[src/rtl/uart_pkg.sv]
// Shared state encodings and baud constants for the UART receive/buffer/retransmit block.
package uart_pkg;

    typedef enum logic [2:0] {
        R_IDLE,
        R_START,
        R_DATA,
        R_STOP,
        R_BREAK
    } rx_state_t;

    typedef enum logic [1:0] {
        T_IDLE,
        T_START,
        T_DATA,
        T_STOP
    } tx_state_t;

    localparam int CLKS_PER_BIT_9600_12M = 1250;
    localparam int CLKS_PER_BIT_2400_12M = 5000;

endpackage

[src/rtl/uart_rx_fifo_tx_if.sv]
// Serial lines, status flags and receive data of uart_rx_fifo_tx; slave is the block side.
interface uart_rx_fifo_tx_if #(
    parameter int DATA_BITS  = 8,
    parameter int FIFO_DEPTH = 16
);
    localparam int NW = $clog2(FIFO_DEPTH) + 1;

    logic                 rx;
    logic                 ovf_clr;
    logic                 tx;
    logic                 rx_valid;
    logic [DATA_BITS-1:0] rx_data;
    logic                 frame_err;
    logic                 overflow;
    logic [NW-1:0]        fifo_count;
    logic                 busy_rx;
    logic                 busy_tx;
    logic                 idle;

    modport slave (
        input  rx, ovf_clr,
        output tx, rx_valid, rx_data, frame_err, overflow, fifo_count, busy_rx, busy_tx, idle
    );

    modport master (
        output rx, ovf_clr,
        input  tx, rx_valid, rx_data, frame_err, overflow, fifo_count, busy_rx, busy_tx, idle
    );

endinterface

[src/rtl/uart_sync_fifo.sv]
// Show-ahead synchronous FIFO; a push while full is accepted only when a pop frees the slot.
module uart_sync_fifo #(
    parameter int WIDTH = 8,
    parameter int DEPTH = 16
) (
    input  logic                     clk,
    input  logic                     rst,
    input  logic                     i_push,
    input  logic [WIDTH-1:0]         i_data,
    input  logic                     i_pop,
    output logic [WIDTH-1:0]         o_data,
    output logic                     o_full,
    output logic                     o_empty,
    output logic [$clog2(DEPTH):0]   o_count
);
    localparam int AW = $clog2(DEPTH);

    logic [WIDTH-1:0] r_mem [DEPTH];
    logic [AW-1:0]    r_wr_ptr;
    logic [AW-1:0]    r_rd_ptr;
    logic [AW:0]      r_count;
    logic             w_push;
    logic             w_pop;

    assign o_full  = (r_count == (AW+1)'(DEPTH));
    assign o_empty = (r_count == '0);
    assign o_count = r_count;
    assign o_data  = r_mem[r_rd_ptr];

    assign w_pop  = i_pop && !o_empty;
    assign w_push = i_push && (!o_full || w_pop);

    always_ff @(posedge clk) begin
        if (rst) begin
            r_wr_ptr <= '0;
            r_rd_ptr <= '0;
            r_count  <= '0;
        end else begin
            if (w_push) begin
                r_mem[r_wr_ptr] <= i_data;
                r_wr_ptr        <= r_wr_ptr + 1'b1;
            end
            if (w_pop) begin
                r_rd_ptr <= r_rd_ptr + 1'b1;
            end
            case ({w_push, w_pop})
                2'b10:   r_count <= r_count + 1'b1;
                2'b01:   r_count <= r_count - 1'b1;
                default: r_count <= r_count;
            endcase
        end
    end

endmodule

[src/rtl/uart_rx_fifo_tx.sv]
// UART receiver with start/stop validation, FIFO buffering and retransmission,
// optionally gated by an inter-frame idle detector for burst draining.
module uart_rx_fifo_tx
    import uart_pkg::*;
#(
    parameter int CLKS_PER_BIT = CLKS_PER_BIT_9600_12M,
    parameter int DATA_BITS    = 8,
    parameter int FIFO_DEPTH   = 16,
    parameter int IDLE_BITS    = 20,
    parameter int BURST        = 1
) (
    input  logic              clk,
    input  logic              rst,
    uart_rx_fifo_tx_if.slave  bus
);
    localparam int CW         = $clog2(CLKS_PER_BIT);
    localparam int BW         = $clog2(DATA_BITS);
    localparam int NW         = $clog2(FIFO_DEPTH) + 1;
    localparam int IDLE_LIMIT = IDLE_BITS * CLKS_PER_BIT;
    localparam int IW         = $clog2(IDLE_LIMIT + 1);

    localparam logic [CW-1:0] BIT_LAST  = CW'(CLKS_PER_BIT - 1);
    localparam logic [CW-1:0] HALF_LAST = CW'(CLKS_PER_BIT / 2 - 1);
    localparam logic [BW-1:0] DATA_LAST = BW'(DATA_BITS - 1);
    localparam logic [IW-1:0] IDLE_MAX  = IW'(IDLE_LIMIT);
    localparam logic [IW-1:0] IDLE_PRE  = IW'(IDLE_LIMIT - 1);

    logic                 r_sync1, r_sync2, w_rx_s;

    rx_state_t            r_rx_state, w_rx_state_n;
    logic [CW-1:0]        r_rx_clk, w_rx_clk_n;
    logic [BW-1:0]        r_rx_bit, w_rx_bit_n;
    logic [DATA_BITS-1:0] r_rx_shift, w_rx_shift_n;
    logic [DATA_BITS-1:0] r_rx_data;
    logic                 r_rx_valid, r_frame_err;
    logic                 w_rx_done, w_rx_ferr;

    logic [IW-1:0]        r_idle_cnt;
    logic                 r_idle;
    logic                 r_overflow;

    tx_state_t            r_tx_state, w_tx_state_n;
    logic [CW-1:0]        r_tx_clk, w_tx_clk_n;
    logic [BW-1:0]        r_tx_bit, w_tx_bit_n;
    logic [DATA_BITS-1:0] r_tx_shift, w_tx_shift_n;
    logic                 r_tx, w_tx_n;
    logic                 w_tx_en, w_pop;

    logic [DATA_BITS-1:0] w_fifo_data;
    logic                 w_fifo_full, w_fifo_empty, w_drop;
    logic [NW-1:0]        w_fifo_count;

    always_ff @(posedge clk) begin
        if (rst) begin
            r_sync1 <= 1'b1;
            r_sync2 <= 1'b1;
        end else begin
            r_sync1 <= bus.rx;
            r_sync2 <= r_sync1;
        end
    end
    assign w_rx_s = r_sync2;

    always_ff @(posedge clk) begin
        if (rst) begin
            r_rx_state  <= R_IDLE;
            r_rx_clk    <= '0;
            r_rx_bit    <= '0;
            r_rx_shift  <= '0;
            r_rx_data   <= '0;
            r_rx_valid  <= 1'b0;
            r_frame_err <= 1'b0;
        end else begin
            r_rx_state  <= w_rx_state_n;
            r_rx_clk    <= w_rx_clk_n;
            r_rx_bit    <= w_rx_bit_n;
            r_rx_shift  <= w_rx_shift_n;
            r_rx_valid  <= w_rx_done;
            r_frame_err <= w_rx_ferr;
            if (w_rx_done) begin
                r_rx_data <= r_rx_shift;
            end
        end
    end

    always_comb begin
        w_rx_state_n = r_rx_state;
        w_rx_clk_n   = r_rx_clk;
        w_rx_bit_n   = r_rx_bit;
        w_rx_shift_n = r_rx_shift;
        w_rx_done    = 1'b0;
        w_rx_ferr    = 1'b0;
        case (r_rx_state)
            R_IDLE: begin
                if (!w_rx_s) begin
                    w_rx_state_n = R_START;
                    w_rx_clk_n   = '0;
                    w_rx_bit_n   = '0;
                end
            end
            R_START: begin
                if (r_rx_clk == HALF_LAST) begin
                    w_rx_clk_n   = '0;
                    w_rx_state_n = w_rx_s ? R_IDLE : R_DATA;
                end else begin
                    w_rx_clk_n = r_rx_clk + 1'b1;
                end
            end
            R_DATA: begin
                if (r_rx_clk == BIT_LAST) begin
                    w_rx_clk_n   = '0;
                    w_rx_shift_n = {w_rx_s, r_rx_shift[DATA_BITS-1:1]};
                    if (r_rx_bit == DATA_LAST) begin
                        w_rx_state_n = R_STOP;
                    end else begin
                        w_rx_bit_n = r_rx_bit + 1'b1;
                    end
                end else begin
                    w_rx_clk_n = r_rx_clk + 1'b1;
                end
            end
            R_STOP: begin
                if (r_rx_clk == BIT_LAST) begin
                    w_rx_clk_n = '0;
                    if (w_rx_s) begin
                        w_rx_done    = 1'b1;
                        w_rx_state_n = R_IDLE;
                    end else begin
                        w_rx_ferr    = 1'b1;
                        w_rx_state_n = R_BREAK;
                    end
                end else begin
                    w_rx_clk_n = r_rx_clk + 1'b1;
                end
            end
            R_BREAK: begin
                if (w_rx_s) begin
                    w_rx_state_n = R_IDLE;
                end
            end
            default: w_rx_state_n = R_IDLE;
        endcase
    end

    // idle is registered from the same condition that keeps RX in R_IDLE, so it
    // drops on the very edge the receiver leaves R_IDLE.
    always_ff @(posedge clk) begin
        if (rst) begin
            r_idle_cnt <= '0;
            r_idle     <= 1'b0;
        end else if (r_rx_state == R_IDLE && w_rx_s) begin
            if (r_idle_cnt != IDLE_MAX) begin
                r_idle_cnt <= r_idle_cnt + 1'b1;
            end
            r_idle <= (r_idle_cnt >= IDLE_PRE);
        end else begin
            r_idle_cnt <= '0;
            r_idle     <= 1'b0;
        end
    end

    uart_sync_fifo #(
        .WIDTH (DATA_BITS),
        .DEPTH (FIFO_DEPTH)
    ) u_fifo (
        .clk     (clk),
        .rst     (rst),
        .i_push  (w_rx_done),
        .i_data  (r_rx_shift),
        .i_pop   (w_pop),
        .o_data  (w_fifo_data),
        .o_full  (w_fifo_full),
        .o_empty (w_fifo_empty),
        .o_count (w_fifo_count)
    );

    assign w_drop = w_rx_done && w_fifo_full && !w_pop;

    always_ff @(posedge clk) begin
        if (rst) begin
            r_overflow <= 1'b0;
        end else if (w_drop) begin
            r_overflow <= 1'b1;
        end else if (bus.ovf_clr) begin
            r_overflow <= 1'b0;
        end
    end

    assign w_tx_en = (BURST == 0) || r_idle;

    always_ff @(posedge clk) begin
        if (rst) begin
            r_tx_state <= T_IDLE;
            r_tx_clk   <= '0;
            r_tx_bit   <= '0;
            r_tx_shift <= '0;
            r_tx       <= 1'b1;
        end else begin
            r_tx_state <= w_tx_state_n;
            r_tx_clk   <= w_tx_clk_n;
            r_tx_bit   <= w_tx_bit_n;
            r_tx_shift <= w_tx_shift_n;
            r_tx       <= w_tx_n;
        end
    end

    always_comb begin
        w_tx_state_n = r_tx_state;
        w_tx_clk_n   = r_tx_clk;
        w_tx_bit_n   = r_tx_bit;
        w_tx_shift_n = r_tx_shift;
        w_pop        = 1'b0;
        case (r_tx_state)
            T_IDLE: begin
                if (w_tx_en && !w_fifo_empty) begin
                    w_pop        = 1'b1;
                    w_tx_shift_n = w_fifo_data;
                    w_tx_clk_n   = '0;
                    w_tx_bit_n   = '0;
                    w_tx_state_n = T_START;
                end
            end
            T_START: begin
                if (r_tx_clk == BIT_LAST) begin
                    w_tx_clk_n   = '0;
                    w_tx_state_n = T_DATA;
                end else begin
                    w_tx_clk_n = r_tx_clk + 1'b1;
                end
            end
            T_DATA: begin
                if (r_tx_clk == BIT_LAST) begin
                    w_tx_clk_n   = '0;
                    w_tx_shift_n = r_tx_shift >> 1;
                    if (r_tx_bit == DATA_LAST) begin
                        w_tx_state_n = T_STOP;
                    end else begin
                        w_tx_bit_n = r_tx_bit + 1'b1;
                    end
                end else begin
                    w_tx_clk_n = r_tx_clk + 1'b1;
                end
            end
            T_STOP: begin
                if (r_tx_clk == BIT_LAST) begin
                    w_tx_clk_n   = '0;
                    w_tx_state_n = T_IDLE;
                end else begin
                    w_tx_clk_n = r_tx_clk + 1'b1;
                end
            end
            default: w_tx_state_n = T_IDLE;
        endcase

        // Line level is registered from the next state so tx is glitch-free.
        w_tx_n = 1'b1;
        if (w_tx_state_n == T_START) begin
            w_tx_n = 1'b0;
        end else if (w_tx_state_n == T_DATA) begin
            w_tx_n = w_tx_shift_n[0];
        end
    end

    assign bus.tx         = r_tx;
    assign bus.rx_valid   = r_rx_valid;
    assign bus.rx_data    = r_rx_data;
    assign bus.frame_err  = r_frame_err;
    assign bus.overflow   = r_overflow;
    assign bus.fifo_count = w_fifo_count;
    assign bus.busy_rx    = (r_rx_state != R_IDLE);
    assign bus.busy_tx    = (r_tx_state != T_IDLE);
    assign bus.idle       = r_idle;

endmodule

[src/flat_wrapper.sv]
// flat-port wrapper written by rule: the top's interface ports become plain ports
module uart_rx_fifo_tx_flat import uart_pkg::*;
#(
    parameter int CLKS_PER_BIT = CLKS_PER_BIT_9600_12M,
    parameter int DATA_BITS    = 8,
    parameter int FIFO_DEPTH   = 16,
    parameter int IDLE_BITS    = 20,
    parameter int BURST        = 1
)
  (clk, rst, bus_rx, bus_ovf_clr, bus_tx, bus_rx_valid, bus_rx_data, bus_frame_err, bus_overflow, bus_fifo_count, bus_busy_rx, bus_busy_tx, bus_idle);
  uart_rx_fifo_tx_if #(.DATA_BITS(DATA_BITS), .FIFO_DEPTH(FIFO_DEPTH)) bus_i ();
  input  logic clk;
  input  logic rst;
  input wire logic [$bits(bus_i.rx)-1:0] bus_rx;
  input wire logic [$bits(bus_i.ovf_clr)-1:0] bus_ovf_clr;
  output wire logic [$bits(bus_i.tx)-1:0] bus_tx;
  output wire logic [$bits(bus_i.rx_valid)-1:0] bus_rx_valid;
  output wire logic [$bits(bus_i.rx_data)-1:0] bus_rx_data;
  output wire logic [$bits(bus_i.frame_err)-1:0] bus_frame_err;
  output wire logic [$bits(bus_i.overflow)-1:0] bus_overflow;
  output wire logic [$bits(bus_i.fifo_count)-1:0] bus_fifo_count;
  output wire logic [$bits(bus_i.busy_rx)-1:0] bus_busy_rx;
  output wire logic [$bits(bus_i.busy_tx)-1:0] bus_busy_tx;
  output wire logic [$bits(bus_i.idle)-1:0] bus_idle;
  assign bus_i.rx = bus_rx;
  assign bus_i.ovf_clr = bus_ovf_clr;
  assign bus_tx = bus_i.tx;
  assign bus_rx_valid = bus_i.rx_valid;
  assign bus_rx_data = bus_i.rx_data;
  assign bus_frame_err = bus_i.frame_err;
  assign bus_overflow = bus_i.overflow;
  assign bus_fifo_count = bus_i.fifo_count;
  assign bus_busy_rx = bus_i.busy_rx;
  assign bus_busy_tx = bus_i.busy_tx;
  assign bus_idle = bus_i.idle;
  uart_rx_fifo_tx #(.CLKS_PER_BIT(CLKS_PER_BIT), .DATA_BITS(DATA_BITS), .FIFO_DEPTH(FIFO_DEPTH), .IDLE_BITS(IDLE_BITS), .BURST(BURST)) u_core (.clk(clk), .rst(rst), .bus(bus_i));
endmodule
[config.mk]
export PLATFORM = sky130hd
export DESIGN_NAME = uart_rx_fifo_tx_flat
export DESIGN_NICKNAME = d
export VERILOG_FILES = /design/src/rtl/uart_pkg.sv /design/src/rtl/uart_rx_fifo_tx_if.sv /design/src/rtl/uart_sync_fifo.sv /design/src/rtl/uart_rx_fifo_tx.sv /design/src/flat_wrapper.sv
export SDC_FILE = /design/constraint.sdc
export NUM_CORES = 1
export LEC_CHECK = 0
export ABC_AREA = 1
export CELL_PAD_IN_SITES_DETAIL_PLACEMENT = 0
export CELL_PAD_IN_SITES_GLOBAL_PLACEMENT = 1
export CORE_ASPECT_RATIO = 1.2
export CORE_MARGIN = 2
export CORE_UTILIZATION = 40
export DETAILED_ROUTE_END_ITERATION = 10
export PLACE_DENSITY_LB_ADDON = 0.05
export SLEW_MARGIN = 20
export SYNTH_ARGS = -nofsm -noshare
export SYNTH_HDL_FRONTEND = slang
export SYNTH_SLANG_ARGS = --single-unit
export TNS_END_PERCENT = 20
[constraint.sdc]
create_clock -name clk -period 3 [get_ports clk]
set_input_delay 0.6 -clock clk [delete_from_list [all_inputs] [get_ports clk]]
set_output_delay 0.6 -clock clk [all_outputs]
set_load 0.01 [all_outputs]
==> results of run 1 <==
==> synth_stat cells (2+ instances only) <==
| cell type | instances | area share (%) |
|---|---|---|
| sky130_fd_sc_hd__a211oi_1 | 2 | 0.15 |
| sky130_fd_sc_hd__a21oi_1 | 74 | 3.7 |
| sky130_fd_sc_hd__a21oi_2 | 2 | 0.17 |
| sky130_fd_sc_hd__a31oi_1 | 2 | 0.12 |
| sky130_fd_sc_hd__buf_1 | 4 | 0.15 |
| sky130_fd_sc_hd__buf_2 | 11 | 0.55 |
| sky130_fd_sc_hd__buf_4 | 6 | 0.45 |
| sky130_fd_sc_hd__clkbuf_1 | 17 | 0.64 |
| sky130_fd_sc_hd__dfxtp_1 | 96 | 19 |
| sky130_fd_sc_hd__edfxtp_1 | 128 | 38 |
| sky130_fd_sc_hd__ha_1 | 19 | 2.4 |
| sky130_fd_sc_hd__inv_1 | 115 | 4.3 |
| sky130_fd_sc_hd__inv_2 | 20 | 0.75 |
| sky130_fd_sc_hd__nand2_1 | 169 | 6.3 |
| sky130_fd_sc_hd__nand2_2 | 13 | 0.81 |
| sky130_fd_sc_hd__nand3_1 | 85 | 4.2 |
| sky130_fd_sc_hd__nand3_2 | 5 | 0.50 |
| sky130_fd_sc_hd__nand4_1 | 18 | 1.1 |
| sky130_fd_sc_hd__nor2_1 | 127 | 4.8 |
| sky130_fd_sc_hd__nor2_2 | 9 | 0.56 |
| sky130_fd_sc_hd__nor2_4 | 8 | 0.90 |
| sky130_fd_sc_hd__nor3_1 | 16 | 0.80 |
| sky130_fd_sc_hd__o211ai_1 | 23 | 1.7 |
| sky130_fd_sc_hd__o21ai_0 | 65 | 3.2 |
| sky130_fd_sc_hd__o21ai_1 | 20 | 1.0 |
| sky130_fd_sc_hd__o22ai_1 | 9 | 0.56 |
| sky130_fd_sc_hd__o31ai_1 | 2 | 0.15 |
| sky130_fd_sc_hd__or2_0 | 2 | 0.12 |
| sky130_fd_sc_hd__or2_2 | 2 | 0.12 |
| sky130_fd_sc_hd__xor2_1 | 8 | 0.70 |
==> worst min-delay path by stage <==
stage	startpoint	end	slack (ns)	depth (start not counted)
finish	u_core.r_sync1	u_core.r_sync2	0.41	1
global route	u_core.r_sync1	u_core.r_sync2	0.43	1
CTS	u_core.r_sync1	u_core.r_sync2	0.41	1
detailed placement	u_core.r_sync1	u_core.r_sync2	0.40	1
global placement	u_core.r_sync1	u_core.r_sync2	0.39	1
floorplan	u_core.r_sync1	u_core.r_sync2	0.39	1
==> cells in the final DEF (no fill, tap or decap), drive strengths merged, types with 4 or more instances in the layout <==
cell type      count
a21oi             76
buf               21
clkbuf            31
clkdlybuf4s50     23
clkinv             4
dfxtp             96
edfxtp           128
ha                19
inv              136
nand2            183
nand3             91
nand4             19
nor2             144
nor3              18
o211ai            24
o21ai             85
o22ai              9
or2                4
xor2               8
==> metrics by stage <==
step           util, %  std cells  setup WS, ns
3_5_place_dp     43.15       1421        0.4629
4_1_cts          46.20       1463        0.5230
2_1_floorplan        -       1090        0.8274
3_3_place_gp     43.15       1421        0.5051
5_1_grt          46.20       1463        0.3053
6_report         46.20       1463        0.5534
==> sequential cells by signal, indices dropped and copies added (netlist names), 2 cells and up, named ones only <==
| signal | cells |
|---|---|
| u_core.u_fifo.r_mem | 128 |
| u_core.r_idle_cnt | 15 |
| u_core.r_rx_clk | 11 |
| u_core.r_tx_clk | 11 |
| u_core.bus.rx_data | 8 |
| u_core.r_rx_shift | 8 |
| u_core.r_tx_shift | 8 |
| u_core.u_fifo.o_count | 5 |
| u_core.u_fifo.r_rd_ptr | 4 |
| u_core.u_fifo.r_wr_ptr | 4 |
| u_core.r_rx_bit | 3 |
| u_core.r_rx_state | 3 |
| u_core.r_tx_bit | 3 |
| u_core.r_tx_state | 2 |
==> final cells by class <==
| type | instances | area [um^2] | area share, % |
|---|---|---|---|
| Sequential cell | 224 | 5767 | 50.59 |
| Clock buffer | 31 | 613.1 | 5.379 |
| Clock inverter | 11 | 140.1 | 1.229 |
| Timing Repair Buffer | 44 | 387.9 | 3.403 |
| Tap cell | 325 | 406.6 | 3.568 |
| Multi-Input combinational cell | 693 | 3577 | 31.38 |
| Inverter | 135 | 506.7 | 4.446 |
==> cell families (layout without fill, tap and decap cells) <==
logic type                 after synthesis  after routing
and+or+nand+nor                        462            462
DFF                                    224            224
buffers and inverters                  173            221
adders and majority gates               20             20
xor gates and xnor gates                 9              9
AOI/OAI and AO/OA                      202            202
==> where the power goes <==
part / internal [mW] / switching, mW / leakage [nW]
Clock: 1.70 / 1.18 / 0.364
Combinational: 0.206 / 0.434 / 1.67
Sequential: 3.25 / 0.0632 / 2.26
Total: 5.16 / 1.68 / 4.30
==> per-layer routing <==
layer	track usage (%)	up-vias
met5	0	-
met4	4.722	0
met3	2.237	31
met2	31.54	105
met1	25.28	3366
li1	-	3741
==> qor.log, run 1 <==
qor: run_status.status complete, no violations
qor: logic_synthesis.dominant_combinational_cell_family_by_area_after_synthesis simple AND/OR/NAND/NOR gates
qor: detailed_routing.met3_length 846 um
qor: logic_synthesis.synthDistinctLibCells 43
qor: logic_synthesis.synth.area.mux_share 0%
qor: clocking.post_cts.repair.setup_buffers 0
qor: setup_path.path_max_fanout 7
qor: timing.post-route-period-util 81.55%
qor: logic_synthesis.synth_enable_flop_cells 128
qor: die.die_outline_area 26,360 um^2
qor: global_route.globalRouteOverflowTotal 0
qor: placed_design.place_congestion 0.7761
qor: timing.setup_tns 0 ns
qor: logic_synthesis.syn_nets 1,114
qor: pwr.power.total 6.833 mW
qor: placed_design.placed_cell_area 10,650 um^2
qor: detailed_routing.first_pass_iters 5
qor: detailed_routing.total_routed_wire_length_on_the_met1_layer 11,160 um
qor: placed_design.place.detailed.hpwl 15,800 um
qor: die.core_region_area 24,670 um^2
qor: die.floorplan.die.width 148.5 um
qor: detailed_routing.num_vias 7,243
qor: setup_path.crit_buf_inv 1
qor: die.initial_utilization 40.65%
qor: logic_synthesis.seq_area_frac_synth 57.49%
qor: setup_path.critical_path.startpoint u_core.r_rx_clk[0]
qor: finish.post_route_cells_drive_above_1_share 10.81%
qor: clocking.cts.reportedPaths.clkPinSlew 0.07 ns
qor: detailed_routing.remaining_drc_errors 0
qor: job.max_cap_violation_count 0
qor: detailed_routing.post_route_antenna_net_violation_count 0
qor: worst_hold_path.hold_class flip-flop to flip-flop
qor: detailed_routing.routed.top_layer met4
qor: placed_design.port-buffer-count 23
qor: timing.hold_slack 0.4056 ns
qor: detailed_routing.drt-wirelength-per-cell 16.39 um
qor: logic_synthesis.postSynth.topFlopCell sky130_fd_sc_hd__edfxtp_1
qor: global_route.first_global_vias 7,007
qor: timing.hold_viol_final 0
qor: detailed_routing.routed-wl-met2 11,460 um
qor: detailed_routing.initialDrtViolationCount 445
qor: global_route.groute.usage.overall 18.56%
qor: logic_synthesis.yosys.area_share.xor_xnor 0.7860%
qor: timing.timing.clock.skew 0.01606 ns
qor: detailed_routing.drt-total-wl 23,980 um
qor: clocking.cts.hold.buffers_added 0
qor: timing.worst_slew_pin_slew 0.9261 ns
qor: setup_path.crit_path_cell_trace ha_1 -> nand4_1 -> nor2_4 -> nand2_2 -> nand2_2 -> inv_1 -> ha_1 -> nand2_1 -> o21ai_0 -> nand3_1 -> nand2_1 -> nand3_1 -> nand2_1 -> nor2_1
qor: setup_path.crit_path_start_kind flip-flop
qor: pwr.max-vdd-ir-drop 0.4757 mV
qor: setup_path.setup.worst_path.class flip-flop to flip-flop
qor: global_route.pin_count_of_the_biggest_net_entering_global_routing 82
qor: detailed_routing.avgViaCountPerCell 4.951
qor: pwr.pwr_per_cell_area 599.5 nW/um^2
qor: logic_synthesis.synth_seq_cells 224
qor: die.ios 24
qor: setup_path.cp_data_arrival_time 2.85 ns
qor: setup_path.slowest_delay 0.44 ns
qor: logic_synthesis.netlist_instances 1,090
qor: logic_synthesis.synth_fa_ha_area_share 2.570%
qor: logic_synthesis.ys_async_sr_fraction 0%
qor: clocking.cts_tree built
qor: setup_path.worst_r2r_startpoint u_core.r_rx_clk[0]
qor: setup_path.timing.critical_path.slowest_stage_cell sky130_fd_sc_hd__dfxtp_1
qor: finish.final_nets 1,145
qor: finish.diodes 0
qor: setup_path.required 3.40 ns
qor: clocking.cts_buffers 23
qor: finish.final_cell_area 11,400 um^2
qor: timing.period_needed 2.447 ns
qor: timing.finalMaxSlewViolations 0
qor: timing.rsz_0062_raised_after_global_routing false
qor: timing.timing.max_slew.rel_slack 38.18%
qor: global_route.antenna_violations_before_repair 0
qor: timing.fmax 0.4087 GHz
qor: setup_path.critical_path.endpoint u_core.u_fifo.o_count[4]
qor: setup_path.critical-path-top-delay-family simple AND/OR/NAND/NOR gates
qor: setup_path.crit_path_frequent_cell sky130_fd_sc_hd__nand2_1
qor: clocking.cts.sinks 224
qor: die.rows 63
qor: clocking.insertion_delay 0.51 ns
qor: setup_path.path_depth 14
qor: setup_path.critical_path.endpoint_type flip-flop
qor: clocking.clock_tree.root_cell sky130_fd_sc_hd__clkbuf_16
qor: setup_path.worstReg2RegEnd u_core.u_fifo.o_count[4]
qor: logic_synthesis.ys_warn_count 0
qor: setup_path.r2r.worst_path.cells 14
qor: clocking.htreeDepth 1
qor: global_route.grt_first_pass_wirelength 38,440 um
qor: logic_synthesis.synth_simple_gate_area_share 21.22%
qor: setup_path.reg2reg_slack 0.55 ns
qor: clocking.number_of_gates_resized_after_cts 0
qor: die.die_h 177.5 um
qor: logic_synthesis.avgSynthCellArea 9.200 um^2
qor: logic_synthesis.synth_compound_area_share 11.09%
qor: finish.layout-area-overhead-vs-synth 13.66%
qor: pwr.cellLeakagePower 4.298 nW
qor: timing.final-setup-viol-count 0
qor: clocking.cts_buffer_depth 3
qor: finish.num-fill-cells 2,432
qor: logic_synthesis.synthesis.area 10,030 um^2
Power figures use the tool's default switching activity.
==> inputs of run 2 (changes only) <==
==> constraint.sdc (replaced) <==
create_clock -name clk -period 2.3 [get_ports clk]
set_input_delay 0.46 -clock clk [delete_from_list [all_inputs] [get_ports clk]]
set_output_delay 0.46 -clock clk [all_outputs]
set_load 0.01 [all_outputs]
==> qor.log, run 2 (synthesis gave the netlist of run 1 again) <==
qor: run_status.status complete, no violations
qor: timing.period_needed 2.174 ns
qor: timing.hold_viol_final 0
qor: finish.diodes 0
qor: finish.layout.cells.most_common sky130_fd_sc_hd__nand2_1
qor: timing.post-route-period-util 94.51%
qor: finish.layout-area-overhead-vs-synth 17.26%
qor: timing.fmax 0.4600 GHz
qor: die.die_h 177.5 um
qor: detailed_routing.post_route_antenna_net_violation_count 0
qor: clocking.htreeDepth 1
qor: die.core_region_area 24,670 um^2
qor: timing.timing.clock.skew 0.01666 ns
qor: clocking.cts.reportedPaths.clkPinSlew 0.06 ns
qor: pwr.max-vdd-ir-drop 0.4960 mV
qor: global_route.antenna_violations_before_repair 0
qor: clocking.cts_buffers 24
qor: detailed_routing.drt-wirelength-per-cell 16.41 um
qor: detailed_routing.drt-total-wl 24,540 um
qor: detailed_routing.num_vias 7,388
qor: setup_path.crit_path_start_kind flip-flop
qor: global_route.grt_first_pass_wirelength 38,590 um
qor: finish.final_core_utilization 47.66%
qor: global_route.pin_count_of_the_biggest_net_entering_global_routing 43
qor: setup_path.path_max_fanout 5
qor: setup_path.required 1.84 ns
qor: setup_path.reg2reg_slack 0.15 ns
qor: global_route.groute.usage.overall 18.78%
qor: finish.reg.largest.list u_core.u_fifo.r_mem: 128 flops, u_core.r_idle_cnt: 15 flops
qor: clocking.cts_buffer_depth 3
qor: clocking.clock_tree.root_cell sky130_fd_sc_hd__clkbuf_16
qor: worst_hold_path.timing.hold.worst_path_depth 1
qor: timing.worst_slew_pin_slew 0.8117 ns
qor: worst_hold_path.hold_class flip-flop to flip-flop
qor: global_route.first_global_vias 7,133
qor: die.floorplan.die.width 148.5 um
qor: timing.rsz_0062_raised_after_global_routing true
qor: global_route.globalRouteOverflowTotal 0
qor: timing.hold_slack 0.4095 ns
qor: clocking.insertion_delay 0.51 ns
qor: detailed_routing.avgViaCountPerCell 4.942
qor: placed_design.place_congestion 0.8332
qor: finish.most-common-layout-cells sky130_fd_sc_hd__nand2_1 (169), sky130_fd_sc_hd__edfxtp_1 (128), sky130_fd_sc_hd__nor2_1 (125)
qor: die.rows 63
qor: setup_path.r2r.worst_path.cells 12
qor: die.initial_utilization 40.65%
qor: die.ios 24
qor: placed_design.port-buffer-count 23
qor: finish.regMostFlops u_core.u_fifo.r_mem
qor: worst_hold_path.hold_path_startpoint u_core.r_sync1
qor: timing.finalMaxSlewViolations 0
qor: finish.largest_register_ffs 128
qor: detailed_routing.initialDrtViolationCount 455
qor: timing.timing.max_slew.rel_slack 45.81%
qor: timing.layout_setup_ws 0.1262 ns
qor: detailed_routing.remaining_drc_errors 0
qor: pwr.power.total 9.092 mW
qor: finish.final_nets 1,176
qor: clocking.cts.sinks 224
qor: placed_design.place.detailed.hpwl 17,140 um
qor: job.max_cap_violation_count 0
qor: detailed_routing.first_pass_iters 5
qor: worst_hold_path.whs_endpoint u_core.r_sync2
qor: pwr.pwr_per_cell_area 773.2 nW/um^2
qor: placed_design.placed_cell_area 10,890 um^2
qor: clocking.cts.hold.buffers_added 0
qor: setup_path.critical_path.endpoint_type primary output
qor: timing.setup_tns 0 ns
qor: finish.final_cell_area 11,760 um^2
qor: timing.final-setup-viol-count 0
qor: setup_path.setup.worst_path.class flip-flop to primary output
qor: die.die_outline_area 26,360 um^2
qor: placed_design.place_worst_setup_slack 0.04791 ns
qor: placed_design.placed_cells_incl_taps 1,450
qor: clocking.cts_tree built
qor: finish.post_route_cells_drive_above_1_share 13.85%
qor: pwr.cellLeakagePower 4.510 nW
qor: setup_path.worst_r2r_startpoint u_core.r_rx_clk[1]
qor: finish.post_layout_nonfiller_instances 1,495
qor: setup_path.cp_data_arrival_time 1.71 ns
qor: setup_path.worstReg2RegEnd u_core.u_fifo.r_mem[12][6]
run 2: cell count changes in the layout (fill, tap and decap cells not counted), moves of 2 or more:
cell | previous run | this run
sky130_fd_sc_hd__clkbuf_16 | 23 | 27
sky130_fd_sc_hd__bufinv_16 | 3 | 0
sky130_fd_sc_hd__nor2_1 | 127 | 125
sky130_fd_sc_hd__buf_12 | 0 | 2
sky130_fd_sc_hd__nor2_2 | 9 | 11
sky130_fd_sc_hd__buf_4 | 21 | 49
sky130_fd_sc_hd__clkinv_1 | 2 | 0
sky130_fd_sc_hd__clkbuf_8 | 0 | 8
sky130_fd_sc_hd__ha_4 | 0 | 2
sky130_fd_sc_hd__ha_1 | 19 | 17
run 2: routing by layer:
layer | track usage, % | up-vias | routed length (um)
met5 | 0 | - | 0
met1 | 24.49 | 3453 | 10930
li1 | - | 3800 | -
met2 | 32.93 | 105 | 12300
met3 | 2.237 | 30 | 792
met4 | 5.317 | 0 | 517
run 2: area by class of cell:
type / count / area [um^2]
sequential: 224 / 5767
multi-input combinational: 693 / 3611
clock inverter: 2 / 16.27
clock buffer: 42 / 814.5
timing repair buffer: 74 / 636.9
tap: 325 / 406.6
fill: 2392 / 12910
inverter: 135 / 506.7
run 2: critical path: stages, from the launching register on:
cell,delay (ns)
sky130_fd_sc_hd__dfxtp_1,0.48
sky130_fd_sc_hd__nor2_4,0.09
sky130_fd_sc_hd__nand2_2,0.08
sky130_fd_sc_hd__clkdlybuf4s50_1,0.56
run 2: repair_timing:
| action | in CTS | in global routing |
|---|---|---|
| setup buffers | 0 | 1 |
| gates resized for setup | 1 | 7 |
| endpoints found under the setup margin | 1 | 2 |
| pin swaps | 0 | 1 |
| endpoints found under the hold margin | 0 | 0 |
run 2: report_power, final:
| group | switching, mW | total, mW | internal [mW] |
|---|---|---|---|
| clock network | 1.51 | 3.90 | 2.39 |
| logic | 0.601 | 0.878 | 0.277 |
| registers | 0.0669 | 4.31 | 4.24 |
| total | 2.18 | 9.09 | 6.91 |
run 2: worst max-delay path by stage:
stage / from / endpoint / depth (start not counted)
2_1_floorplan: u_core.r_rx_clk[0] / u_core.u_fifo.o_count[4] / 14
4_1_cts: u_core.r_rx_clk[1] / u_core.u_fifo.o_count[4] / 15
3_5_place_dp: u_core.r_rx_clk[1] / u_core.u_fifo.o_count[4] / 15
5_1_grt: u_core.r_rx_clk[1] / u_core.u_fifo.r_mem[12][6] / 12
3_3_place_gp: u_core.r_rx_clk[1] / u_core.u_fifo.o_count[4] / 15
6_report: u_core.r_rx_state[2] / bus_busy_rx / 3
==> inputs of run 3 (changes only) <==
--- a/config.mk
+++ b/config.mk
@@ -10,7 +10,7 @@
 export CELL_PAD_IN_SITES_GLOBAL_PLACEMENT = 1
 export CORE_ASPECT_RATIO = 1.2
 export CORE_MARGIN = 2
-export CORE_UTILIZATION = 40
+export CORE_UTILIZATION = 48
 export DETAILED_ROUTE_END_ITERATION = 10
 export PLACE_DENSITY_LB_ADDON = 0.05
 export SLEW_MARGIN = 20
==> qor.log, run 3 (synthesis gave the netlist of run 1 again) <==
qor: worst_hold_path.hold_class flip-flop to flip-flop
qor: timing.hold_viol_final 0
qor: setup_path.timing.critical_path.slowest_stage_cell sky130_fd_sc_hd__clkdlybuf4s50_1
qor: clocking.clock_tree.root_cell sky130_fd_sc_hd__clkbuf_16
qor: detailed_routing.drt-total-wl 22,940 um
qor: finish.post_route_cells_drive_above_1_share 13.64%
qor: pwr.cellLeakagePower 4.440 nW
qor: detailed_routing.avgViaCountPerCell 5.175
qor: timing.timing.max_slew.rel_slack 42.31%
qor: finish.most-common-layout-cells sky130_fd_sc_hd__nand2_1 (168), sky130_fd_sc_hd__edfxtp_1 (128), sky130_fd_sc_hd__nor2_1 (126)
qor: pwr.max-vdd-ir-drop 0.6098 mV
qor: finish.largest_register_ffs 128
qor: detailed_routing.first_pass_iters 5
qor: clocking.cts.sinks 224
qor: placed_design.placed_cell_area 10,790 um^2
qor: finish.layout-area-overhead-vs-synth 15.48%
qor: die.initial_utilization 49.17%
qor: finish.reg.largest.list u_core.u_fifo.r_mem: 128 flops, u_core.r_idle_cnt: 15 flops
qor: clocking.cts_buffers 23
qor: die.rows 57
qor: placed_design.place_congestion 0.8219
qor: placed_design.place_worst_setup_slack -0.003646 ns
qor: clocking.cts_tree built
qor: timing.post-route-period-util 95.74%
qor: detailed_routing.post_route_antenna_net_violation_count 0
qor: detailed_routing.initialDrtViolationCount 523
qor: clocking.insertion_delay 0.51 ns
qor: finish.layout.cells.most_common sky130_fd_sc_hd__nand2_1
qor: global_route.groute.usage.overall 21.17%
qor: setup_path.crit_path_start_kind flip-flop
qor: die.floorplan.die.width 136.0 um
qor: setup_path.crit_path_cell_trace inv_2 -> nand2_2 -> buf_4 -> clkdlybuf4s50_1
qor: setup_path.path_max_fanout 5
qor: placed_design.place.detailed.hpwl 15,570 um
qor: detailed_routing.drt-wirelength-per-cell 16.03 um
qor: setup_path.slowest_delay 0.56 ns
qor: finish.num-fill-cells 1,902
qor: finish.final_nets 1,173
qor: die.ios 24
qor: clocking.cts_buffer_depth 3
qor: timing.worst_slew_pin_slew 0.8641 ns
qor: global_route.first_global_vias 7,274
qor: placed_design.port-buffer-count 23
qor: timing.period_needed 2.202 ns
qor: timing.final-setup-viol-count 0
qor: die.core_region_area 20,400 um^2
qor: pwr.pwr_per_cell_area 765.9 nW/um^2
qor: global_route.globalRouteOverflowTotal 0
qor: run_status.status complete, no violations
qor: clocking.htreeDepth 1
qor: detailed_routing.remaining_drc_errors 0
qor: clocking.cts.hold.buffers_added 0
qor: global_route.antenna_violations_before_repair 0
qor: timing.timing.clock.skew 0.01435 ns
qor: setup_path.cp_data_arrival_time 1.74 ns
qor: job.max_cap_violation_count 0
qor: timing.hold_slack 0.4030 ns
qor: timing.finalMaxSlewViolations 0
qor: finish.final_cell_area 11,580 um^2
qor: setup_path.setup.worst_path.class flip-flop to primary output
qor: clocking.cts.reportedPaths.clkPinSlew 0.06 ns
qor: finish.regMostFlops u_core.u_fifo.r_mem
qor: setup_path.critical_path.endpoint_type primary output
qor: die.die_h 162.3 um
qor: global_route.grt_first_pass_wirelength 36,800 um
qor: setup_path.required 1.84 ns
qor: timing.rsz_0062_raised_after_global_routing true
qor: die.die_outline_area 22,070 um^2
qor: finish.diodes 0
qor: timing.layout_setup_ws 0.09798 ns
qor: detailed_routing.num_vias 7,406
qor: timing.fmax 0.4541 GHz
qor: global_route.pin_count_of_the_biggest_net_entering_global_routing 43
run 3: worst max-delay path, delay by kind of cell, from the launching register on:
family / cells / cell delay, ns
buffers and inverters: 3 / 0.79
flip-flops: 1 / 0.37
AND/OR/NAND/NOR: 1 / 0.08
run 3: routing by layer:
layer	vias up	track usage, %	wire length [um]
met5	-	0	0
met1	3439	27.41	9923
met3	34	2.677	972
li1	3789	-	-
met4	0	5.919	527
met2	144	37.30	11510
run 3: metrics by stage:
step | cells | setup TNS, ns | power, mW | utilization, %
after CTS | 1430 | 0 | 8.949 | 56.55
after floorplan | 1090 | 0 | 5.021 | -
final | 1431 | 0 | 8.870 | 56.78
after global routing | 1431 | 0 | 9.231 | 56.78
after global placement | 1388 | 0 | 5.252 | 52.88
after detailed placement | 1388 | -0.003646 | 5.253 | 52.88
run 3: report_power, final:
part	internal (mW)	total, mW	switching, mW
clock network	2.16	3.71	1.54
registers	4.24	4.31	0.0652
logic	0.272	0.857	0.585
run 3: what timing repair did:
action / 4_1_cts / 5_1_grt
pin swaps: 0 / 2
resized for setup: 1 / 8
endpoints found under the setup margin: 1 / 34
buffers inserted: 0 / 1
run 3: path summary, 6_finish.rpt:
check / startpoint / to / slack, ns / cells after the start
max: u_core.r_tx_state[0] / bus_busy_tx / 0.1 / 4
min: u_core.r_sync1 / u_core.r_sync2 / 0.40 / 1
max reg2reg: u_core.r_rx_clk[1] / u_core.u_fifo.r_mem[12][4] / 0.17 / 11
min reg2reg: u_core.r_sync1 / u_core.r_sync2 / 0.40 / 1
run 3: final cells by class:
class	count	area, um^2	share of cell area, %
Sequential cell	224	5768	49.81
Multi-Input combinational cell	693	3616	31.22
Timing Repair Buffer	72	610.6	5.272
Clock buffer	23	575.6	4.970
Inverter	135	506.7	4.376
Tap cell	265	331.6	2.863
Clock inverter	19	172.7	1.491
==> edit 1: new RTL, config.mk and constraints of run 1 <==
Encoding of `rx_state_t`: now one-hot (5 bits for 5 states).
--- a/src/rtl/uart_pkg.sv
+++ b/src/rtl/uart_pkg.sv
@@ -1,12 +1,12 @@
 // Shared state encodings and baud constants for the UART receive/buffer/retransmit block.
 package uart_pkg;
 
-    typedef enum logic [2:0] {
-        R_IDLE,
-        R_START,
-        R_DATA,
-        R_STOP,
-        R_BREAK
+    typedef enum logic [4:0] {
+        R_IDLE  = 5'b00001,
+        R_START = 5'b00010,
+        R_DATA  = 5'b00100,
+        R_STOP  = 5'b01000,
+        R_BREAK = 5'b10000
     } rx_state_t;
 
     typedef enum logic [1:0] {
Formal check against the unedited RTL: no difference found for any inputs over 10 cycles, from zero or initial values and one cycle with rst high; not proved beyond that.
==> edit 1 against run 1 <==
Area after synthesis barely moved. Total power is 0.55% lower. Cell count grew 0.62%. Clock power up 4%. Die area about the same. Setup slack lost 0.062 ns. Design area grew 0.85%. Wire length increased by 1.5%. Sequential cell count increased by 2. Utilization rose by 0.39 points. First-iteration DRC count is 18% lower. Combinational power fell by 24%. Sequential share of layout area fell by 0.076 points. Largest cell class unchanged. Largest power group unchanged.
==> edit 1: results (changes against run 1) <==
* Status: completed (unchanged)
* Area post-placement at 10700 um^2 (was 10600 um^2)
* Post-DP HPWL at 16.2 mm (was 15.8 mm)
* FF-to-FF setup slack at 0.49 ns (was 0.55 ns)
* Reg2Reg Depth at 9 (was 14)
* Worst Skew at 0.0147 ns (was 0.0161 ns)
* GRT Util Overall at 18.8% (was 18.6%)
* Largest net degree at the start of global routing at 78 (was 82)
* Yosys cell types at 39 (was 43)
* Starting DRT DRC Count at 366 (was 445)
* NumNets Final at 1154 (was 1145)
* Sequential share of the synthesized area at 57.9% (was 57.5%)
* Pre-Repair DR Iteration Count at 4 (was 5)
* Max incr delay on CP at 0.54 ns (was 0.44 ns)
* Crit Reg-Reg Endpoint: u_core.u_fifo.r_mem[4][6]$_DFFE_PP_ (was u_core.u_fifo.o_count[4]$_SDFFE_PP0P_)
* Worst-path fanout max at 8 (was 7)
* First-pass GRT wire length at 38.8 mm (was 38.4 mm)
* Hold Path Sink: u_core.r_sync2$_SDFF_PP1_ (unchanged)
* Slowest cell on crit path: nor2_1 (was dfxtp_1)
* RD Place Congestion at 0.776 (about the same)
* Layout cells sized above 1 at 8.81% (was 10.8%)
* Worst Max-Slew Pin Slew at 0.927 ns (was 0.926 ns)
* Commonest cells in the synthesized netlist: nand2_1 (161), nor2_1 (155), edfxtp_1 (128) (was nand2_1 (169), edfxtp_1 (128), nor2_1 (127))
* Final WL at 24.3 mm (was 24.0 mm)
* Peak VDD IR at 0.354 mV (was 0.476 mV)
* Leak Pwr at 0.00445 uW (was 0.00430 uW)
* Top cells by area, synth: edfxtp_1 (38%), dfxtp_1 (20%), nand2_1 (6.0%) (was edfxtp_1 (38%), dfxtp_1 (19%), nand2_1 (6.3%))
* Top flop regs: u_core.u_fifo.r_mem x128, u_core.r_idle_cnt x15 (unchanged)
* Synth Net Count at 1120 (was 1114)
edit 1: through the flow:
step / instances / setup WS, ns / power (uW) / hold slack [ns] / utilization [%]
2_1_floorplan: 1096 / 0.841 / 3730 / 0.389 / -
3_3_place_gp: 1430 / 0.469 / 3880 / 0.394 / 43.3
3_5_place_dp: 1430 / 0.379 / 3870 / 0.397 / 43.3
4_1_cts: 1472 / 0.504 / 6900 / 0.412 / 46.6
5_1_grt: 1472 / 0.261 / 7080 / 0.429 / 46.6
6_report: 1472 / 0.491 / 6800 / 0.411 / 46.6
edit 1: logic make-up (layout without fill, tap and decap cells):
kind of cell | after synthesis | in the layout | share of synthesized area, %
simple gates | 472 | 472 | 20.8
compound gates | 208 | 208 | 11.6
xor+xnor | 10 | 10 | 0.874
flops | 226 | 226 | 57.9
buf+inv | 160 | 211 | 6.24
fa+ha+maj | 20 | 20 | 2.57
edit 1: per-layer routing:
layer  routed length (um)  global-route usage, %  vias to the layer above
met2                12200                   33.4                       96
met5                    0                      0                        -
met1                10800                   23.8                     3432
met4                  620                   5.79                        0
met3                  726                   2.42                       33
li1                     -                      -                     3778
edit 1: report_power, final:
group          switching, uW  internal [uW]  total (uW)
registers               35.1           3280        3310
logic                    332            155         487
clock network           1200           1800        3000
edit 1: cell type report:
| cell class | instances | area [um^2] |
|---|---|---|
| Timing Repair Buffer | 47 | 423 |
| Clock inverter | 14 | 160 |
| Fill cell | 2416 | 13200 |
| Multi-Input combinational cell | 710 | 3590 |
| Clock buffer | 28 | 646 |
| Tap cell | 325 | 407 |
| Sequential cell | 226 | 5810 |
| Inverter | 122 | 458 |
edit 1: how the worst max path moves through the flow:
stage | from | endpoint | cells past startpoint
2_1_floorplan | u_core.r_rx_clk[0]$_SDFFE_PP0P_ | u_core.u_fifo.o_count[4]$_SDFFE_PP0P_ | 15
3_3_place_gp | rst | u_core.u_fifo.r_mem[4][0]$_DFFE_PP_ | 6
3_5_place_dp | rst | u_core.u_fifo.r_mem[4][6]$_DFFE_PP_ | 6
4_1_cts | u_core.r_rx_clk[0]$_SDFFE_PP0P_ | u_core.u_fifo.r_mem[4][6]$_DFFE_PP_ | 9
5_1_grt | u_core.r_rx_clk[1]$_SDFFE_PP0P_ | u_core.u_fifo.o_count[4]$_SDFFE_PP0P_ | 16
6_report | u_core.r_rx_clk[0]$_SDFFE_PP0P_ | u_core.u_fifo.r_mem[4][6]$_DFFE_PP_ | 9
edit 1: worst max-delay path: cells and delay by family, from the launching register on:
kind,cells,cell delay (ns)
AO/OA/AOI/OAI,1,0.22
flip-flops,1,0.40
adder cells (fa/ha/maj),1,0.22
AND/OR/NAND/NOR,6,1.25
buffers and inverters,1,0.05
==> edit 2: new RTL, config.mk and constraints of run 1 <==
Made on the original files. `DATA_BITS` is set to 8 in 3 places; all go to 4.
--- a/src/rtl/uart_rx_fifo_tx_if.sv
+++ b/src/rtl/uart_rx_fifo_tx_if.sv
@@ -1,6 +1,6 @@
 // Serial lines, status flags and receive data of uart_rx_fifo_tx; slave is the block side.
 interface uart_rx_fifo_tx_if #(
-    parameter int DATA_BITS  = 8,
+    parameter int DATA_BITS  = 4,
     parameter int FIFO_DEPTH = 16
 );
     localparam int NW = $clog2(FIFO_DEPTH) + 1;
--- a/src/rtl/uart_rx_fifo_tx.sv
+++ b/src/rtl/uart_rx_fifo_tx.sv
@@ -4,7 +4,7 @@
     import uart_pkg::*;
 #(
     parameter int CLKS_PER_BIT = CLKS_PER_BIT_9600_12M,
-    parameter int DATA_BITS    = 8,
+    parameter int DATA_BITS    = 4,
     parameter int FIFO_DEPTH   = 16,
     parameter int IDLE_BITS    = 20,
     parameter int BURST        = 1
--- a/src/flat_wrapper.sv
+++ b/src/flat_wrapper.sv
@@ -2,7 +2,7 @@
 module uart_rx_fifo_tx_flat import uart_pkg::*;
 #(
     parameter int CLKS_PER_BIT = CLKS_PER_BIT_9600_12M,
-    parameter int DATA_BITS    = 8,
+    parameter int DATA_BITS    = 4,
     parameter int FIFO_DEPTH   = 16,
     parameter int IDLE_BITS    = 20,
     parameter int BURST        = 1
Interface: changed (resized bus_rx_data); port bits go from 24 to 20. The function was not compared with the original's and may differ.
==> edit 2 against run 1 <==
Area after synthesis is 30% lower. Setup slack worse by 0.091 ns. Via count shrank 25%. Total power down 27%. Design area down 30%. Sequential cell count decreased by 78. Wire length fell by 34%. Critical path type unchanged. Count of clock-buffer cells in the layout down 12.
==> edit 2: results (changes against run 1) <==
* GRT Util Overall at 18.0% (was 18.6%)
* Leak Pwr at 0.00315 uW (was 0.00430 uW)
* P_clk at 2200 uW (was 2880 uW)
* Buffers on Ports at 19 (was 23)
* CTS max path bufs at 2 (was 3)
* Largest net degree at the start of global routing at 39 (was 82)
* RD Place Congestion at 0.842 (was 0.776)
* Vias at 5452 (was 7243)
* First-pass GRT wire length at 26.2 mm (was 38.4 mm)
* NumNets Final at 872 (was 1145)
* H-tree depth at 4 (was 1)
* Total CTS buffers at 17 (was 23)
* XOR/XNOR Fraction of Synth Area at 1.00% (was 0.786%)
* WL/cell at 14.6 um (was 16.4 um)
* Status: completed (unchanged)
* Worst-path fanout max at 12 (was 7)
* Placed cells at 1047 (was 1421)
* Switching Fraction at 27.0% (was 24.5%)
* Top flop regs: u_core.u_fifo.r_mem x64, u_core.r_idle_cnt x15 (was u_core.u_fifo.r_mem x128, u_core.r_idle_cnt x15)
* Dpl ws at 0.447 ns (was 0.463 ns)
* Post-Synth Adder-Cell Area at 3.33% (was 2.57%)
* Area post-placement at 7370 um^2 (was 10600 um^2)
* Worst Max-Slew Pin Slew at 0.951 ns (was 0.926 ns)
* Sequential share of the synthesized area at 51.0% (was 57.5%)
* Comb power frac at 12.5% (was 9.4%)
* FF-to-FF Start: u_core.u_fifo.o_count[0]$_SDFFE_PP0P_ (was u_core.r_rx_clk[0]$_SDFFE_PP0P_)
* Post-synth EDFFs at 64 (was 128)
* Clk_lat worst skew at 0.43 ns (was 0.51 ns)
* Yosys cell types at 45 (was 43)
* Compound-Gate Fraction of Synth Area at 10.1% (was 11.1%)
* Cell-internal power at 3640 uW (was 5160 uW)
* Post-synthesis cell count at 827 (was 1090)
* Peak VDD IR at 0.417 mV (was 0.476 mV)
* Pre-Repair DR Iteration Count at 4 (was 5)
* Top FF cell, synth: dfxtp_1 (was edfxtp_1)
* Post-DP HPWL at 11.3 mm (was 15.8 mm)
[edit 2: layout make-up]
class                   instances  area [um^2]
inverters                     111          417
clock inverters                13          175
clock buffers                  19          443
fillers                      1679         8990
well taps                     216          270
multi-input cells             550         2900
flip-flops and latches        146         3560
repair buffers                 24          228
[edit 2: per-layer routing]
| layer | share of wire [%] | track usage [%] | vias up |
|---|---|---|---|
| met5 | 0 | 0 | - |
| met4 | 2.6 | 8.60 | 0 |
| met3 | 2.6 | 3.44 | 29 |
| met2 | 54 | 33.7 | 71 |
| met1 | 41 | 19.5 | 2567 |
| li1 | - | - | 2785 |
[edit 2: worst max-delay path: stages (launching register included)]
cell and delay (ns):
dfxtp_1 0.45, nor2_1 0.10, nand3b_1 0.15, nand3_2 0.27
inv_2 0.27, nand2_1 0.11, inv_1 0.14, ha_1 0.29
nand2_1 0.09, nand2_1 0.05, a21oi_1 0.16, nand2_1 0.07
nand2_1 0.08, nand3_1 0.07, nand2_1 0.06, nor2_1 0.06
[edit 2: how the worst max path moves through the flow]
stage	start	endpoint	slack (ns)
floorplan	u_core.r_rx_clk[1]$_SDFFE_PP0P_	u_core.u_fifo.o_count[4]$_SDFFE_PP0P_	0.88
global placement	rst	u_core.r_rx_clk[4]$_SDFFE_PP0P_	0.53
detailed placement	u_core.u_fifo.o_count[1]$_SDFFE_PP0P_	u_core.u_fifo.o_count[4]$_SDFFE_PP0P_	0.45
CTS	u_core.u_fifo.o_count[1]$_SDFFE_PP0P_	u_core.u_fifo.o_count[4]$_SDFFE_PP0P_	0.42
global route	u_core.u_fifo.o_count[0]$_SDFFE_PP0P_	u_core.u_fifo.o_count[4]$_SDFFE_PP0P_	0.18
finish	u_core.u_fifo.o_count[0]$_SDFFE_PP0P_	u_core.u_fifo.o_count[4]$_SDFFE_PP0P_	0.46
